`src/rtl/ps2_kbd_tx_pkg.sv`:
```
// Shared types and helpers for the PS/2 keyboard-side transmitter.
// Holds the FSM state enum, frame constants and the frame builder.
package ps2_pkg;

  typedef enum logic [1:0] {
    IDLE     = 2'd0,
    SHIFT_HI = 2'd1,
    SHIFT_LO = 2'd2,
    GAP      = 2'd3
  } ps2_tx_state_t;

  localparam int         PS2_FRAME_BITS = 11;
  localparam int         PS2_FIFO_DEPTH = 8;
  localparam logic [7:0] PS2_BREAK      = 8'hF0;

  // Sent LSB first: start(0), data[0..7], odd parity, stop(1).
  function automatic logic [PS2_FRAME_BITS-1:0] ps2_frame(input logic [7:0] b);
    return {1'b1, ~^b, b, 1'b0};
  endfunction

endpackage

```
`src/rtl/ps2_kbd_tx_if.sv`:
```
// Host-side write port, status flags, PS/2 lines and FSM debug state.
// Handshake: data is taken on any clk edge with wr_en=1; a write while full (and no pop) is dropped and sets overflow.
interface ps2_kbd_tx_if;
  import ps2_pkg::*;

  logic [7:0]    data;
  logic          wr_en;
  logic          full;
  logic          overflow;
  logic          busy;
  logic          ps2_clk;
  logic          ps2_data;
  ps2_tx_state_t state;

  modport master (
    output data, wr_en,
    input  full, overflow, busy, ps2_clk, ps2_data, state
  );

  modport slave (
    input  data, wr_en,
    output full, overflow, busy, ps2_clk, ps2_data, state
  );

endinterface

```
`src/rtl/ps2_tx_fifo.sv`:
```
// 8x8 synchronous FIFO feeding the PS/2 serialiser.
// A pop in the same cycle as a write frees the slot, so a write while full is then accepted.
module ps2_tx_fifo
  import ps2_pkg::*;
(
  input  logic       clk,
  input  logic       clr,
  input  logic       wr_en,
  input  logic [7:0] wdata,
  input  logic       pop,
  output logic [7:0] rdata,
  output logic       full,
  output logic       empty,
  output logic       overflow
);

  logic [7:0] mem [PS2_FIFO_DEPTH];
  logic [2:0] w_ptr;
  logic [2:0] r_ptr;
  logic [3:0] count;
  logic       do_push;
  logic       do_pop;

  assign empty   = (count == 4'd0);
  assign full    = (count == 4'd8);
  assign do_pop  = pop && !empty;
  assign do_push = wr_en && (!full || do_pop);
  assign rdata   = mem[r_ptr];

  always_ff @(posedge clk or posedge clr) begin
    if (clr) begin
      w_ptr    <= 3'd0;
      r_ptr    <= 3'd0;
      count    <= 4'd0;
      overflow <= 1'b0;
    end else begin
      if (do_push) w_ptr <= w_ptr + 3'd1;
      if (do_pop)  r_ptr <= r_ptr + 3'd1;
      case ({do_push, do_pop})
        2'b10:   count <= count + 4'd1;
        2'b01:   count <= count - 4'd1;
        default: count <= count;
      endcase
      if (wr_en && !do_push) overflow <= 1'b1;
    end
  end

  // Storage needs no reset; pointers and count define validity.
  always_ff @(posedge clk) begin
    if (do_push) mem[w_ptr] <= wdata;
  end

endmodule

```
`src/rtl/ps2_kbd_tx.sv`:
```
// PS/2 device-side transmitter: FIFO-buffered scan codes serialised as 11-bit frames.
// ps2_clk/ps2_data are registered from the current state, so they lag the FSM by one cycle.
module ps2_kbd_tx
  import ps2_pkg::*;
#(
  parameter int CLK_DIV  = 50,
  parameter int IDLE_GAP = 4
) (
  input logic        clk,
  input logic        clr,
  ps2_kbd_tx_if.slave bus
);

  localparam int GAP_CYCLES = IDLE_GAP * 2 * CLK_DIV;
  localparam int DIV_W      = $clog2(CLK_DIV);
  localparam int GAP_W      = $clog2(GAP_CYCLES);
  localparam logic [DIV_W-1:0] DIV_LAST = DIV_W'(CLK_DIV - 1);
  localparam logic [GAP_W-1:0] GAP_LAST = GAP_W'(GAP_CYCLES - 1);
  localparam logic [3:0]       IDX_LAST = 4'(PS2_FRAME_BITS - 1);

  ps2_tx_state_t               state_q, state_d;
  logic [DIV_W-1:0]            div_q, div_d;
  logic [GAP_W-1:0]            gap_q, gap_d;
  logic [3:0]                  idx_q, idx_d;
  logic [PS2_FRAME_BITS-1:0]   frame_q, frame_d;
  logic                        pop;
  logic                        ps2_clk_q, ps2_data_q;
  logic [7:0]                  head;
  logic                        empty;

  ps2_tx_fifo u_fifo (
    .clk      (clk),
    .clr      (clr),
    .wr_en    (bus.wr_en),
    .wdata    (bus.data),
    .pop      (pop),
    .rdata    (head),
    .full     (bus.full),
    .empty    (empty),
    .overflow (bus.overflow)
  );

  always_ff @(posedge clk or posedge clr) begin
    if (clr) begin
      state_q <= IDLE;
      div_q   <= '0;
      gap_q   <= '0;
      idx_q   <= 4'd0;
      frame_q <= '1;
    end else begin
      state_q <= state_d;
      div_q   <= div_d;
      gap_q   <= gap_d;
      idx_q   <= idx_d;
      frame_q <= frame_d;
    end
  end

  always_comb begin
    state_d = state_q;
    div_d   = div_q;
    gap_d   = gap_q;
    idx_d   = idx_q;
    frame_d = frame_q;
    pop     = 1'b0;
    case (state_q)
      IDLE: begin
        if (!empty) begin
          pop     = 1'b1;
          frame_d = ps2_frame(head);
          idx_d   = 4'd0;
          div_d   = '0;
          state_d = SHIFT_HI;
        end
      end
      SHIFT_HI: begin
        if (div_q == DIV_LAST) begin
          div_d   = '0;
          state_d = SHIFT_LO;
        end else begin
          div_d = div_q + 1'b1;
        end
      end
      SHIFT_LO: begin
        if (div_q == DIV_LAST) begin
          div_d = '0;
          if (idx_q == IDX_LAST) begin
            gap_d   = '0;
            state_d = GAP;
          end else begin
            idx_d   = idx_q + 4'd1;
            state_d = SHIFT_HI;
          end
        end else begin
          div_d = div_q + 1'b1;
        end
      end
      GAP: begin
        if (gap_q == GAP_LAST) begin
          gap_d   = '0;
          state_d = IDLE;
        end else begin
          gap_d = gap_q + 1'b1;
        end
      end
      default: state_d = IDLE;
    endcase
  end

  // Data only updates while in SHIFT_HI, so it is stable whenever the line clock is low.
  always_ff @(posedge clk or posedge clr) begin
    if (clr) begin
      ps2_clk_q  <= 1'b1;
      ps2_data_q <= 1'b1;
    end else begin
      ps2_clk_q <= (state_q != SHIFT_LO);
      case (state_q)
        SHIFT_HI: ps2_data_q <= frame_q[idx_q];
        SHIFT_LO: ps2_data_q <= ps2_data_q;
        default:  ps2_data_q <= 1'b1;
      endcase
    end
  end

  assign bus.ps2_clk  = ps2_clk_q;
  assign bus.ps2_data = ps2_data_q;
  assign bus.busy     = (state_q != IDLE) || !empty;
  assign bus.state    = state_q;

endmodule

```
`src/flat_wrapper.sv`:
```
// flat-port wrapper written by rule: the top's interface ports become plain ports
module ps2_kbd_tx_flat import ps2_pkg::*;
#(
  parameter int CLK_DIV  = 50,
  parameter int IDLE_GAP = 4
)
  (clk, clr, bus_data, bus_wr_en, bus_full, bus_overflow, bus_busy, bus_ps2_clk, bus_ps2_data, bus_state);
  ps2_kbd_tx_if bus_i ();
  input logic clk;
  input logic clr;
  input wire logic [$bits(bus_i.data)-1:0] bus_data;
  input wire logic [$bits(bus_i.wr_en)-1:0] bus_wr_en;
  output wire logic [$bits(bus_i.full)-1:0] bus_full;
  output wire logic [$bits(bus_i.overflow)-1:0] bus_overflow;
  output wire logic [$bits(bus_i.busy)-1:0] bus_busy;
  output wire logic [$bits(bus_i.ps2_clk)-1:0] bus_ps2_clk;
  output wire logic [$bits(bus_i.ps2_data)-1:0] bus_ps2_data;
  output wire logic [$bits(bus_i.state)-1:0] bus_state;
  assign bus_i.data = bus_data;
  assign bus_i.wr_en = bus_wr_en;
  assign bus_full = bus_i.full;
  assign bus_overflow = bus_i.overflow;
  assign bus_busy = bus_i.busy;
  assign bus_ps2_clk = bus_i.ps2_clk;
  assign bus_ps2_data = bus_i.ps2_data;
  assign bus_state = bus_i.state;
  ps2_kbd_tx #(.CLK_DIV(CLK_DIV), .IDLE_GAP(IDLE_GAP)) u_core (.clk(clk), .clr(clr), .bus(bus_i));
endmodule
```
`config.mk`:
```
export PLATFORM = sky130hd
export DESIGN_NAME = ps2_kbd_tx_flat
export DESIGN_NICKNAME = d
export VERILOG_FILES = /design/src/rtl/ps2_kbd_tx_pkg.sv /design/src/rtl/ps2_kbd_tx_if.sv /design/src/rtl/ps2_tx_fifo.sv /design/src/rtl/ps2_kbd_tx.sv /design/src/flat_wrapper.sv
export SDC_FILE = /design/constraint.sdc
export NUM_CORES = 1
export LEC_CHECK = 0
export BUFFER_PORTS_ARGS = -buffer_cell sky130_fd_sc_hd__buf_2
export CORE_AREA = 2 2 116 118
export CTS_CLUSTER_DIAMETER = 30
export DETAILED_ROUTE_END_ITERATION = 8
export DIE_AREA = 0 0 118 120
export SLEW_MARGIN = 30
export SYNTH_ARGS = -nofsm -noshare
export SYNTH_HDL_FRONTEND = slang
export SYNTH_HIERARCHICAL = 1
export SYNTH_SLANG_ARGS = --single-unit
```
`constraint.sdc`:
```
create_clock -name clk -period 9.1 [get_ports clk]
set_input_delay 1.365 -clock clk [delete_from_list [all_inputs] [get_ports clk]]
set_output_delay 1.365 -clock clk [all_outputs]
set_load 0.01 [all_outputs]
```
* After elaboration in Yosys (flattened, before gate mapping)
Memory sizes are Yosys's and may differ from the RTL's.
Index checks and enable logic that the tools add are counted.
** Cells by class
- Add/sub/neg operators :: 7
- Magnitude comparators :: 1
- Eq/ne operators :: 16
- Multiplexer cells :: 25
- Bitwise gates (word level) :: 1
- Reduce and logical (&&, ||, !) cells :: 22
** Operators by type and width (count)
- $mux W9 :: 3
- $pmux W9 S2 :: 1
- $pmux W4 S2 :: 2
- $mux W4 :: 3
- $mux W6 :: 2
- $pmux W6 S2 :: 1
- $mux W2 :: 5
- $reduce_bool A2 Y1 :: 5
- $add A9 B1 Y9 const B :: 1
- $eq A9 B9 Y1 const B :: 1
- $add A4 B1 Y4 const B :: 2
- $eq A4 B4 Y1 const B :: 2
- $ne A2 B1 Y1 const B :: 4
- $pmux W2 S4 :: 1
- $reduce_and A4 Y1 :: 2
- $reduce_xnor A8 Y1 :: 1
- $add A3 B1 Y3 const B :: 2
- $add A6 B1 Y6 const B :: 1
- $eq A2 B2 Y1 const B :: 3
- $eq A6 B6 Y1 const B :: 1
- $ne A2 B2 Y1 const B :: 3
- $lt A4 B5 Y1 const B :: 1
- $mux W1 :: 5
- $bmux W1 S4 :: 1
- 12 further kinds :: 19
** Word-level totals
- Bits in registers :: 44
- RAM bits :: 64
- Input bits :: 11
- Output and inout port bits :: 7
- Word-level logic and storage cells :: 84
- Memories kept :: 1
** Memory list
- u_core.u_fifo.mem :: depth 8, bits a word 8, read ports 1, clocked after Yosys merged registers in 0, wr ports 1, RTL line ps2_tx_fifo.sv:17 : logic [7:0] mem [PS2_FIFO_DEPTH];

* Logic depth before layout (Yosys ltp)
Gate-level depths: netlist (run 1).
- Depth after elaboration :: 8
- Depth in mapped cells :: 12
- Gate-level depth less buffers :: 11

* Hierarchy
The synthesis (run 1) kept the hierarchy.
** Modules (own cells, without submodules)
- ps2_tx_fifo :: instances 1, cells each 164, area each 3098.0 um^2, seq. area each 2197.1 um^2
- ps2_kbd_tx :: instances 1, cells each 189, area each 1933.1 um^2, seq. area each 840.8 um^2

* Worst setup path before layout (run 1)
Ideal clock, no wire load.
- Kind :: flip-flop to flip-flop
- Start point :: register u_core.state_q[0], in the netlist u_core/bus.state[0]
- End point :: register u_core.u_fifo.count[3]
- Library setup time :: 134 ps
- Data arrival time :: 3104 ps
- Required time :: 8966 ps
- Path slack :: 5862 ps
- Stages on the path, launching flop included :: 13
- Path buffers :: 1
- Period minus slack after synthesis :: 3238 ps
- Cell sequence :: dfrtp_1 inv_1 ha_1 nand2b_1 clkbuf_1 inv_1 o41ai_1 inv_1 ha_1 ha_1 or4b_2 o311ai_0 o211ai_1
** On the way
- Word-level cells in the longest chain between the ends :: 7
- Elaborated cells on any way between the ends :: 9
- Classes of those cells :: eq/ne: 2; mux: 2; reduce/logical: 5
** Ends and longest elaborated chain
- start: declaration :: RTL line ps2_kbd_tx.sv:21 : ps2_tx_state_t state_q, state_d;
- start signal: assignment :: RTL line ps2_kbd_tx.sv:51 : state_q <= state_d;
- $logic_not A2 Y1 * :: RTL line ps2_kbd_tx.sv:66 : case (state_q)
- $mux W1 * :: RTL line ps2_kbd_tx.sv:66
- via u_core.pop :: RTL line ps2_kbd_tx.sv:26 : logic pop;
- $logic_and A1 B1 Y1 * :: RTL line ps2_tx_fifo.sv:26 : assign do_pop = pop && !empty;
- via u_core.u_fifo.do_pop :: RTL line ps2_tx_fifo.sv:22 : logic do_pop;
- $logic_or A1 B1 Y1 :: RTL line ps2_tx_fifo.sv:27 : assign do_push = wr_en && (!full || do_pop);
- $logic_and A1 B1 Y1 :: RTL line ps2_tx_fifo.sv:27
- $eq A2 B1 Y1 or $eq A2 B2 Y1 (tied branches) :: RTL line ps2_tx_fifo.sv:39 : case ({do_push, do_pop})
- $pmux W4 S2 or $reduce_bool A2 Y1 (tied branches)
- end signal: assignment :: RTL line ps2_tx_fifo.sv:40 : 2'b10: count <= count + 4'd1;
- end signal: assignment :: RTL line ps2_tx_fifo.sv:41 : 2'b01: count <= count - 4'd1;
- end signal: assignment :: RTL line ps2_tx_fifo.sv:42 : default: count <= count;
- end: declaration :: RTL line ps2_tx_fifo.sv:20 : logic [3:0] count;
The timed path passes the listed nets; every way through them passes the cells marked *.
A chain may end at the register's enable or synchronous reset.

* Worst setup path in the final report (run 1)
- Start point :: register u_core.u_fifo.count[0]
- End point :: register u_core.u_fifo.count[3]
** On the way
- Word-level cells in the longest chain between the ends :: 8
- Elaborated cells on any way between the ends :: 15
- Classes of those cells :: add/sub: 2; eq/ne: 3; mux: 3; reduce/logical: 7
** Ends and longest elaborated chain
- $logic_not A4 Y1 * :: RTL line ps2_tx_fifo.sv:24 : assign empty = (count == 4'd0);
- via u_core.empty :: RTL line ps2_kbd_tx.sv:29 : logic empty;
- $mux W1 * :: RTL line ps2_kbd_tx.sv:68 : if (!empty) begin
- $mux W1 * :: RTL line ps2_kbd_tx.sv:66
- via u_core.pop :: RTL line ps2_kbd_tx.sv:26
- $logic_and A1 B1 Y1 * :: RTL line ps2_tx_fifo.sv:26
- $logic_or A1 B1 Y1 :: RTL line ps2_tx_fifo.sv:27
- $logic_and A1 B1 Y1 :: RTL line ps2_tx_fifo.sv:27
- $eq A2 B1 Y1 or $eq A2 B2 Y1 (tied branches) :: RTL line ps2_tx_fifo.sv:39
- $pmux W4 S2 or $reduce_bool A2 Y1 (tied branches)
Marked as above.

==> flow_summary_export.csv, run 1 <==
group,metric,value,unit
die,start_util,0.3876,
logic_synthesis,ys_seq_area_frac,0.6038,
setup_path,reg2reg_to,"u_core/u_fifo/count[3]$_DFFE_PP0P_",
logic_synthesis,synth_area_leaders,"edfxtp_1 (38%), dfrtp_1 (16%), mux4_2 (8.1%), dfstp_2 (6.3%), mux2_2 (3.8%)",
hold_path,hold_path.class,"register to register",
global_routing,grt_usage,0.1421,
drt,wl_per_cell,16.93,µm
sta,hold_violations,0,
die,die_h,120,µm
pwr,p_per_area,206.3,nW/µm²
global_routing,grt_max_degree,34,
layout,multi_input_area,1861,µm²
clock_tree,cts_tree,"done",
setup_path,startpoint,"u_core/u_fifo/count[0]$_DFFE_PP0P_",
die,die_x,118,µm
sta,drv_slew,0,
place,dp_cells,534,
logic_synthesis,yosysWarnings,6,
sta,setup_viol,0,
sta,fin_crit_sh,0.4068,
setup_path,cp.arrival,3.92,ns
logic_synthesis,syn_inst,353,
place,post-dp-hpwl,6125,µm
clock_tree,cts_resized,0,
global_routing,antenna_found_initial,0,
layout,n_antenna_cell,0,
clock_tree,numCtsBuffers,9,
layout,stdcell_area,5599,µm²
setup_path,end_kind,"register",
logic_synthesis,avgSynthCellArea,14.25,µm²
layout,seqCellArea,3039,µm²
sta,final.min_clock_period,3.702,ns
drt,dr.pass1.iters,4,
setup_path,ff2ff_path_depth,9,
logic_synthesis,post-synth-top-area-cell,"edfxtp_1",
flow_run,cap_violations,0,
sta,tns,0,ns
setup_path,crit_cells,9,
setup_path,endpoint,"u_core/u_fifo/count[3]$_DFFE_PP0P_",
setup_path,critPathMaxStageDelay,0.61,ns
status,status,"complete, no violations",
hold_path,holdPathStages,1,
clock_tree,htreeDepth,3,
global_routing,grt_pass1_wl,15620,µm
die,num_rows,42,
sta,tightestPinTransition,0.9461,ns
clock_tree,cts_hold_buffers,0,
layout,fillCellCount,1197,
setup_path,crit_slowest_cell,"or4b_2",
layout,final_net_count,396,
global_routing,overflow,0,
setup_path,cp_common_cell,"ha_1",
clock_tree,clock_latency,0.35,ns
logic_synthesis,synth-seq-cells,108,
clock_tree,cts-root-buf,"clkbuf_16",
setup_path,critPathLaunchType,"register",
pwr,power_leakage,2.062,nW
die,coreArea,12980,µm²
drt,drt_iter0_drc,150,
logic_synthesis,ys_types,56,
global_routing,grt_pass1_vias,2907,
logic_synthesis,synth_area,5031,µm²
pwr,peakVddDrop,129.1,µV
clock_tree,cts.sinks,108,
setup_path,crit_chain,"nor4_1 > nand2b_1 > inv_1 > o21ai_4 > ha_1 > ha_1 > or4b_2 > o311ai_0 > o211ai_1",
layout,final_common_cell,"edfxtp_1",
die,ios,18,
sta,holdWs,0.4538,ns
setup_path,path_buf_inv,1,
clock_tree,clkTransAtPathRegs,0.08,ns
setup_path,cp_top_family,"simple AND/OR/NAND/NOR gates",
logic_synthesis,yosysTopAreaCellShare,0.3820,
logic_synthesis,synth-edff-count,64,
logic_synthesis,synth_ff_type,"edfxtp_1",
setup_path,crit_path_max_fanout,13,
setup_path,rrSetupSlack,5.40,ns
logic_synthesis,synth_nets,380,
sta,slew_headroom,0.3658,
die,die-area,14160,µm²
place,gp_congestion,0.7891,
clock_tree,cts_setup_buffers,0,
drt,vias_per_cell,5.264,
setup_path,required,9.32,ns
drt,drc,0,
sta,rsz0062_at_grt,"false",
layout,post_layout_nonfiller_instances,550,
logic_synthesis,synthArstFlopShare,0.4074,
layout,drive_above_1_share,0.2567,
setup_path,r2r_start,"u_core/u_fifo/count[0]$_DFFE_PP0P_",
drt,routed_wl,9311,µm
drt,ant_nets,0,
place,io_buffer_count,17,
clock_tree,clock_path_buffers,2,
sta,fmax,0.2701,GHz
sta,fin_worst_skew,0.01426,ns
place,dpl_cell_area,5310,µm²
layout,mostFrequentLayoutCells,"edfxtp_1 (64), dfrtp_1 (31), inv_1 (21)",
drt,vias,2895,
layout,area_growth,11.29,%
setup_path,worstSetupPathType,"register to register",
==> worst min path at each step <==
stage          slack, ns                               start                            endpoint
2_1_floorplan       0.46       u_core/frame_q[9]$_DFFE_PP1P_       u_core/frame_q[9]$_DFFE_PP1P_
3_3_place_gp        0.44  u_core/u_fifo/overflow$_DFFE_PP0P_  u_core/u_fifo/overflow$_DFFE_PP0P_
3_5_place_dp        0.44  u_core/u_fifo/overflow$_DFFE_PP0P_  u_core/u_fifo/overflow$_DFFE_PP0P_
4_1_cts             0.46  u_core/u_fifo/overflow$_DFFE_PP0P_  u_core/u_fifo/overflow$_DFFE_PP0P_
5_1_grt             0.47  u_core/u_fifo/overflow$_DFFE_PP0P_  u_core/u_fifo/overflow$_DFFE_PP0P_
6_report            0.45  u_core/u_fifo/overflow$_DFFE_PP0P_  u_core/u_fifo/overflow$_DFFE_PP0P_
==> cell usage after synthesis, drive strengths merged (7+ instances only) <==
| library cell | count |
|---|---|
| nand3 | 9 |
| buf | 7 |
| dfstp | 12 |
| o21ai | 17 |
| dfrtp | 32 |
| ha | 15 |
| nor2 | 14 |
| edfxtp | 64 |
| xnor2 | 11 |
| clkbuf | 8 |
| mux4 | 18 |
| nor3 | 7 |
| mux2 | 18 |
| inv | 21 |
| nand2 | 17 |
| and3 | 7 |
==> per-layer routing <==
metal  up-vias  wire length (µm)  share of wire  global-route usage
met3         7               305          0.033             0.04325
met5         -                 0              0                   0
met2        31              4599           0.49              0.2347
met4         0                87         0.0093             0.03614
met1      1476              4319           0.46              0.1835
li1       1381                 -              -                   -
==> metrics by stage <==
| stage | utilization | power [W] | setup slack [ns] |
|---|---|---|---|
| after floorplan | - | 0.0007281 | 5.862 |
| after global placement | 0.4090 | 0.0007800 | 5.588 |
| after detailed placement | 0.4091 | 0.0007896 | 5.407 |
| after CTS | 0.4314 | 0.001171 | 5.392 |
| after global routing | 0.4314 | 0.001209 | 5.082 |
| final | 0.4314 | 0.001155 | 5.398 |
==> registers in the layout, summed over array words and instances, names as in the netlist, 2 cells and up <==
name / cells
u_core/div_q: 6
u_core/u_fifo/count: 4
u_core/u_fifo/w_ptr: 3
u_core/u_fifo/mem: 64
u_core/gap_q: 9
u_core/bus.state: 2
u_core/idx_q: 4
u_core/frame_q: 10
u_core/u_fifo/r_ptr: 3
==> report_power, final <==
part / internal [W] / switching (W)
logic: 0.0000667 / 0.0000887
clock network: 0.000192 / 0.000185
registers: 0.000583 / 0.0000389
==> cell type report <==
cell class,instances,share of cell area
repair buffers,20,0.01922
inverters,22,0.01475
clock inverters,7,0.01140
well taps,176,0.03933
flip-flops and latches,108,0.5428
multi-input cells,208,0.3323
clock buffers,9,0.04022
==> cells by family after synthesis <==
group | Yosys count | synth area share
flops | 108 | 0.6038
simple gates | 85 | 0.09326
compound gates | 55 | 0.07983
mux | 39 | 0.1276
buf+inv | 37 | 0.03158
fa+ha+maj | 16 | 0.04128
xor+xnor | 13 | 0.02263
==> worst register-to-register path, stage by stage (launching register included) <==
cell	delay [ns]
dfrtp_1	0.47
nor4_1	0.35
nand2b_1	0.50
inv_1	0.26
o21ai_4	0.37
ha_1	0.38
ha_1	0.34
or4b_2	0.61
o311ai_0	0.15
o211ai_1	0.14
Power figures use the tool's default switching activity.
==> run 2, diff against run 1 <==
- clock period: 9.1 -> 3.3 ns (I/O delays scaled with it)
==> run 2 against run 1 <==
Global-route usage shrank 0.51 points. Sequential power increased to 2.7 times the previous value. Setup slack got worse by 5.2 ns. Largest cell class unchanged.
==> flow_summary_export.csv, run 2 (synthesis gave the netlist of run 1 again) <==
group,metric,value,unit
clock_tree,cts-root-buf,"clkbuf_16",
drt,vias,2876,
sta,hold_violations,0,
drt,routed_wl,9202,µm
global_routing,grt_max_degree,29,
setup_path,rrSetupSlack,0.20,ns
hold_path,hold_path.class,"input pin to asynchronous set/reset pin",
clock_tree,cts.sinks,108,
layout,mostFrequentLayoutCells,"edfxtp_1 (64), dfrtp_1 (32), inv_1 (20)",
global_routing,antenna_found_initial,0,
die,die_x,118,µm
place,gp_congestion,0.8248,
layout,largestRegisters,"u_core/u_fifo/mem (64), u_core/frame_q (10), u_core/gap_q (9)",
layout,final_net_count,406,
die,die-area,14160,µm²
setup_path,worstSetupPathType,"register to register",
sta,tightestPinTransition,0.7862,ns
drt,drc,0,
sta,drv_slew,0,
sta,slew_headroom,0.4758,
layout,area_growth,12.38,%
die,coreArea,12980,µm²
setup_path,end_kind,"register",
layout,fin_util,0.4356,
global_routing,grt_pass1_wl,15050,µm
global_routing,overflow,0,
place,io_buffer_count,17,
sta,rsz0062_at_grt,"false",
drt,wl_per_cell,16.43,µm
clock_tree,clock_latency,0.35,ns
setup_path,cp.arrival,3.33,ns
die,ios,18,
layout,n_antenna_cell,0,
clock_tree,cts_hold_buffers,0,
global_routing,grt_pass1_vias,2866,
pwr,power_leakage,2.104,nW
setup_path,ff2ff_path_depth,7,
setup_path,crit_path_max_fanout,9,
clock_tree,htreeDepth,3,
pwr,p_per_area,564.6,nW/µm²
drt,dr.pass1.iters,4,
place,post-dp-hpwl,6058,µm
die,num_rows,42,
clock_tree,cts_tree,"done",
drt,ant_nets,0,
clock_tree,clkTransAtPathRegs,0.08,ns
sta,final.min_clock_period,3.099,ns
clock_tree,numCtsBuffers,9,
drt,drt_iter0_drc,182,
pwr,peakVddDrop,411.6,µV
sta,setup_viol,0,
global_routing,grt_usage,0.1369,
layout,top_register,"u_core/u_fifo/mem",
flow_run,cap_violations,0,
layout,largest_reg_flops,64,
setup_path,required,3.53,ns
sta,fin_crit_sh,0.9390,
layout,drive_above_1_share,0.2656,
die,start_util,0.3876,
die,die_h,120,µm
layout,final_common_cell,"edfxtp_1",
layout,fillCellCount,1182,
sta,fmax,0.3227,GHz
drt,vias_per_cell,5.136,
clock_tree,clock_path_buffers,2,
sta,tns,0,ns
sta,fin_worst_skew,0.01169,ns
status,status,"complete, no violations",
setup_path,critPathLaunchType,"register",
-- run 2: repair_timing --
item,4_1_cts,5_1_grt
resized for setup,0,1
setup endpoints to repair,0,1
endpoints found under the hold margin,0,0
setup buffers,0,0
-- run 2: routing by layer --
metal	wire length, µm	vias to the layer above	part of all wire	track usage
met2	4610	39	0.50	0.2340
met5	0	-	0	0
li1	-	1400	-	-
met1	4257	1430	0.46	0.1734
met3	265	7	0.029	0.03850
met4	69	0	0.0075	0.03238
-- run 2: where the power goes --
part | internal, W | leakage, nW | total, W | switching [W]
logic | 0.000202 | 0.849 | 0.000442 | 0.000240
registers | 0.00161 | 1.12 | 0.00170 | 0.0000988
clock network | 0.000534 | 0.139 | 0.00105 | 0.000512
total | 0.00234 | 2.10 | 0.00319 | 0.000850
-- run 2: metrics by stage --
stage	power [W]	area (µm²)	hold slack [ns]	instances	setup WS (ns)
2_1_floorplan	0.002008	5031	0.3474	353	0.06227
6_report	0.003193	5654	0.1464	560	0.2013
3_5_place_dp	0.002182	5364	0.4483	544	0.1671
4_1_cts	0.003238	5652	0.1478	560	0.1466
3_3_place_gp	0.002166	5364	0.4391	544	0.2878
5_1_grt	0.003345	5654	0.1900	560	0.07868
-- run 2: layout make-up --
cell class              instances  area, µm²  area share
clock inverters                 6      58.81     0.01040
repair buffers                 30      182.7     0.03231
well taps                     176      220.2     0.03895
clock buffers                  10      229.0     0.04050
inverters                      22      82.58     0.01461
multi-input cells             208       1843      0.3260
flip-flops and latches        108       3038      0.5373
-- run 2: final timing paths --
| path | end | startpoint |
|---|---|---|
| min in group clk | u_core/u_fifo/mem[3][3]$_DFFE_PP_ | bus_data[3] |
| max in group asynchronous | u_core/frame_q[9]$_DFFE_PP1P_ | clr |
| worst min register to register | u_core/u_fifo/overflow$_DFFE_PP0P_ | u_core/u_fifo/overflow$_DFFE_PP0P_ |
| worst max-delay path | u_core/u_fifo/count[3]$_DFFE_PP0P_ | u_core/u_fifo/count[0]$_DFFE_PP0P_ |
| worst max register to register | u_core/u_fifo/count[3]$_DFFE_PP0P_ | u_core/u_fifo/count[0]$_DFFE_PP0P_ |
| worst min-delay path | u_core/u_fifo/count[3]$_DFFE_PP0P_ | clr |
-- run 2: worst max-delay path: stages (launching register included) --
cell and delay (ns):
dfrtp_1 0.46, or4b_1 0.68, o21ai_4 0.31, ha_2 0.32, ha_1 0.31, or4b_2 0.64
o311ai_0 0.13, o211ai_1 0.12
==> run 3, diff against run 2 <==
- REMOVE_ABC_BUFFERS: unset -> 1
==> run 3 against run 2 <==
Worst hold slack better by 0.0017 ns. Count of clock-buffer cells in the layout is 1 lower. Setup slack better by 0.032 ns.
==> flow_summary_export.csv, run 3 (synthesis gave the netlist of run 1 again) <==
group,metric,value,unit
global_routing,grt_pass1_vias,2976,
pwr,power_leakage,2.111,nW
die,start_util,0.3876,
clock_tree,cts_resized,0,
drt,vias,2941,
drt,vias_per_cell,5.252,
global_routing,antenna_found_initial,0,
clock_tree,clkTransAtPathRegs,0.08,ns
place,io_buffer_count,17,
global_routing,grt_pass1_wl,15600,µm
clock_tree,cts_hold_buffers,0,
global_routing,overflow,0,
layout,mostFrequentLayoutCells,"edfxtp_1 (64), dfrtp_1 (32), inv_1 (20)",
layout,area_growth,12.86,%
pwr,p_per_area,567.8,nW/µm²
die,die-area,14160,µm²
setup_path,cp_top_family,"simple AND/OR/NAND/NOR gates",
layout,largestRegisters,"u_core/u_fifo/mem (64), u_core/frame_q (10), u_core/gap_q (9)",
setup_path,critPathLaunchType,"register",
global_routing,grt_usage,0.1393,
layout,fin_util,0.4374,
setup_path,worstSetupPathType,"register to register",
die,die_h,120,µm
setup_path,path_buf_inv,0,
status,status,"complete, no violations",
sta,fmax,0.3261,GHz
layout,fillCellCount,1200,
sta,holdWs,0.1481,ns
setup_path,end_kind,"register",
clock_tree,cts-root-buf,"clkbuf_16",
drt,routed_wl,9230,µm
layout,post_layout_nonfiller_instances,560,
die,die_x,118,µm
place,dp_cells,544,
layout,top_register,"u_core/u_fifo/mem",
drt,ant_nets,0,
setup_path,crit_path_max_fanout,9,
sta,hold_violations,0,
layout,multi_input_area,1849,µm²
place,post-dp-hpwl,6112,µm
sta,drv_slew,0,
hold_path,hold_path.class,"input pin to asynchronous set/reset pin",
setup_path,critPathMaxStageDelay,0.68,ns
clock_tree,cts_setup_buffers,0,
setup_path,crit_chain,"or4b_1 > o21ai_4 > ha_2 > ha_1 > or4b_2 > o311ai_0 > o211ai_1",
clock_tree,htreeDepth,3,
global_routing,grt_max_degree,29,
layout,drive_above_1_share,0.2708,
drt,dr.pass1.iters,4,
drt,wl_per_cell,16.48,µm
die,num_rows,42,
sta,tightestPinTransition,0.7982,ns
setup_path,crit_cells,7,
sta,tns,0,ns
pwr,peakVddDrop,332.2,µV
flow_run,cap_violations,0,
layout,seqCellArea,3038,µm²
sta,slew_headroom,0.4609,
sta,final.min_clock_period,3.067,ns
layout,largest_reg_flops,64,
die,ios,18,
setup_path,cp.arrival,3.29,ns
sta,rsz0062_at_grt,"false",
setup_path,ff2ff_path_depth,7,
sta,setup_viol,0,
clock_tree,clock_path_buffers,2,
layout,final_common_cell,"edfxtp_1",
layout,final_net_count,406,
clock_tree,clock_latency,0.35,ns
setup_path,required,3.53,ns
clock_tree,numCtsBuffers,9,
clock_tree,cts.sinks,108,
sta,fin_crit_sh,0.9294,
drt,drt_iter0_drc,195,
sta,fin_worst_skew,0.01204,ns
setup_path,crit_slowest_cell,"or4b_1",
place,gp_congestion,0.7457,
layout,n_antenna_cell,0,
drt,drc,0,
die,coreArea,12980,µm²
clock_tree,cts_tree,"done",
run 3: cell type report:
type | instances | area share
clock buffers | 9 | 0.03967
clock inverters | 7 | 0.01410
inverters | 22 | 0.01454
multi-input cells | 208 | 0.3257
flip-flops and latches | 108 | 0.5350
well taps | 176 | 0.03878
repair buffers | 30 | 0.03217
run 3: worst paths after layout:
kind                                               startpoint                                 end  slack [ns]
hold reg to reg            u_core/u_fifo/overflow$_DFFE_PP0P_  u_core/u_fifo/overflow$_DFFE_PP0P_        0.47
setup reg to reg           u_core/u_fifo/count[0]$_DFFE_PP0P_  u_core/u_fifo/count[3]$_DFFE_PP0P_        0.23
min in group clk                                  bus_data[1]   u_core/u_fifo/mem[0][1]$_DFFE_PP_        0.41
max in group asynchronous                                 clr       u_core/frame_q[1]$_DFFE_PP1P_        2.45
setup / recovery           u_core/u_fifo/count[0]$_DFFE_PP0P_  u_core/u_fifo/count[3]$_DFFE_PP0P_        0.23
hold / removal                                            clr  u_core/u_fifo/count[3]$_DFFE_PP0P_        0.15
run 3: routing by layer:
metal  vias to the layer above  global-route usage  routed length (µm)
li1                       1394                   -                   -
met5                         -                   0                   0
met4                         0             0.03389                  80
met2                        56              0.2329                4703
met3                         9             0.03565                 352
met1                      1482              0.1827                4092
run 3: power breakdown:
part           internal [W]  total, W  leakage [nW]  switching, W
registers           0.00161   0.00171          1.12      0.000102
logic              0.000206  0.000443         0.850      0.000237
clock network      0.000540   0.00107         0.146      0.000533
total               0.00235   0.00322          2.11      0.000873
run 3: metrics by stage:
step           setup slack [ns]  power, W  area [µm²]
2_1_floorplan            0.1785  0.002006        4955
3_3_place_gp             0.2853  0.002163        5364
3_5_place_dp             0.1419  0.002178        5364
4_1_cts                  0.1235  0.003258        5669
5_1_grt                 0.02310  0.003374        5678
6_report                 0.2330  0.003224        5678
run 3: worst reg2reg max path, cell delays in order (launching register included):
cell      delay (ns)
dfrtp_1         0.46
or4b_1          0.68
o21ai_4         0.30
ha_2            0.32
ha_1            0.31
or4b_2          0.63
o311ai_0        0.13
o211ai_1        0.12
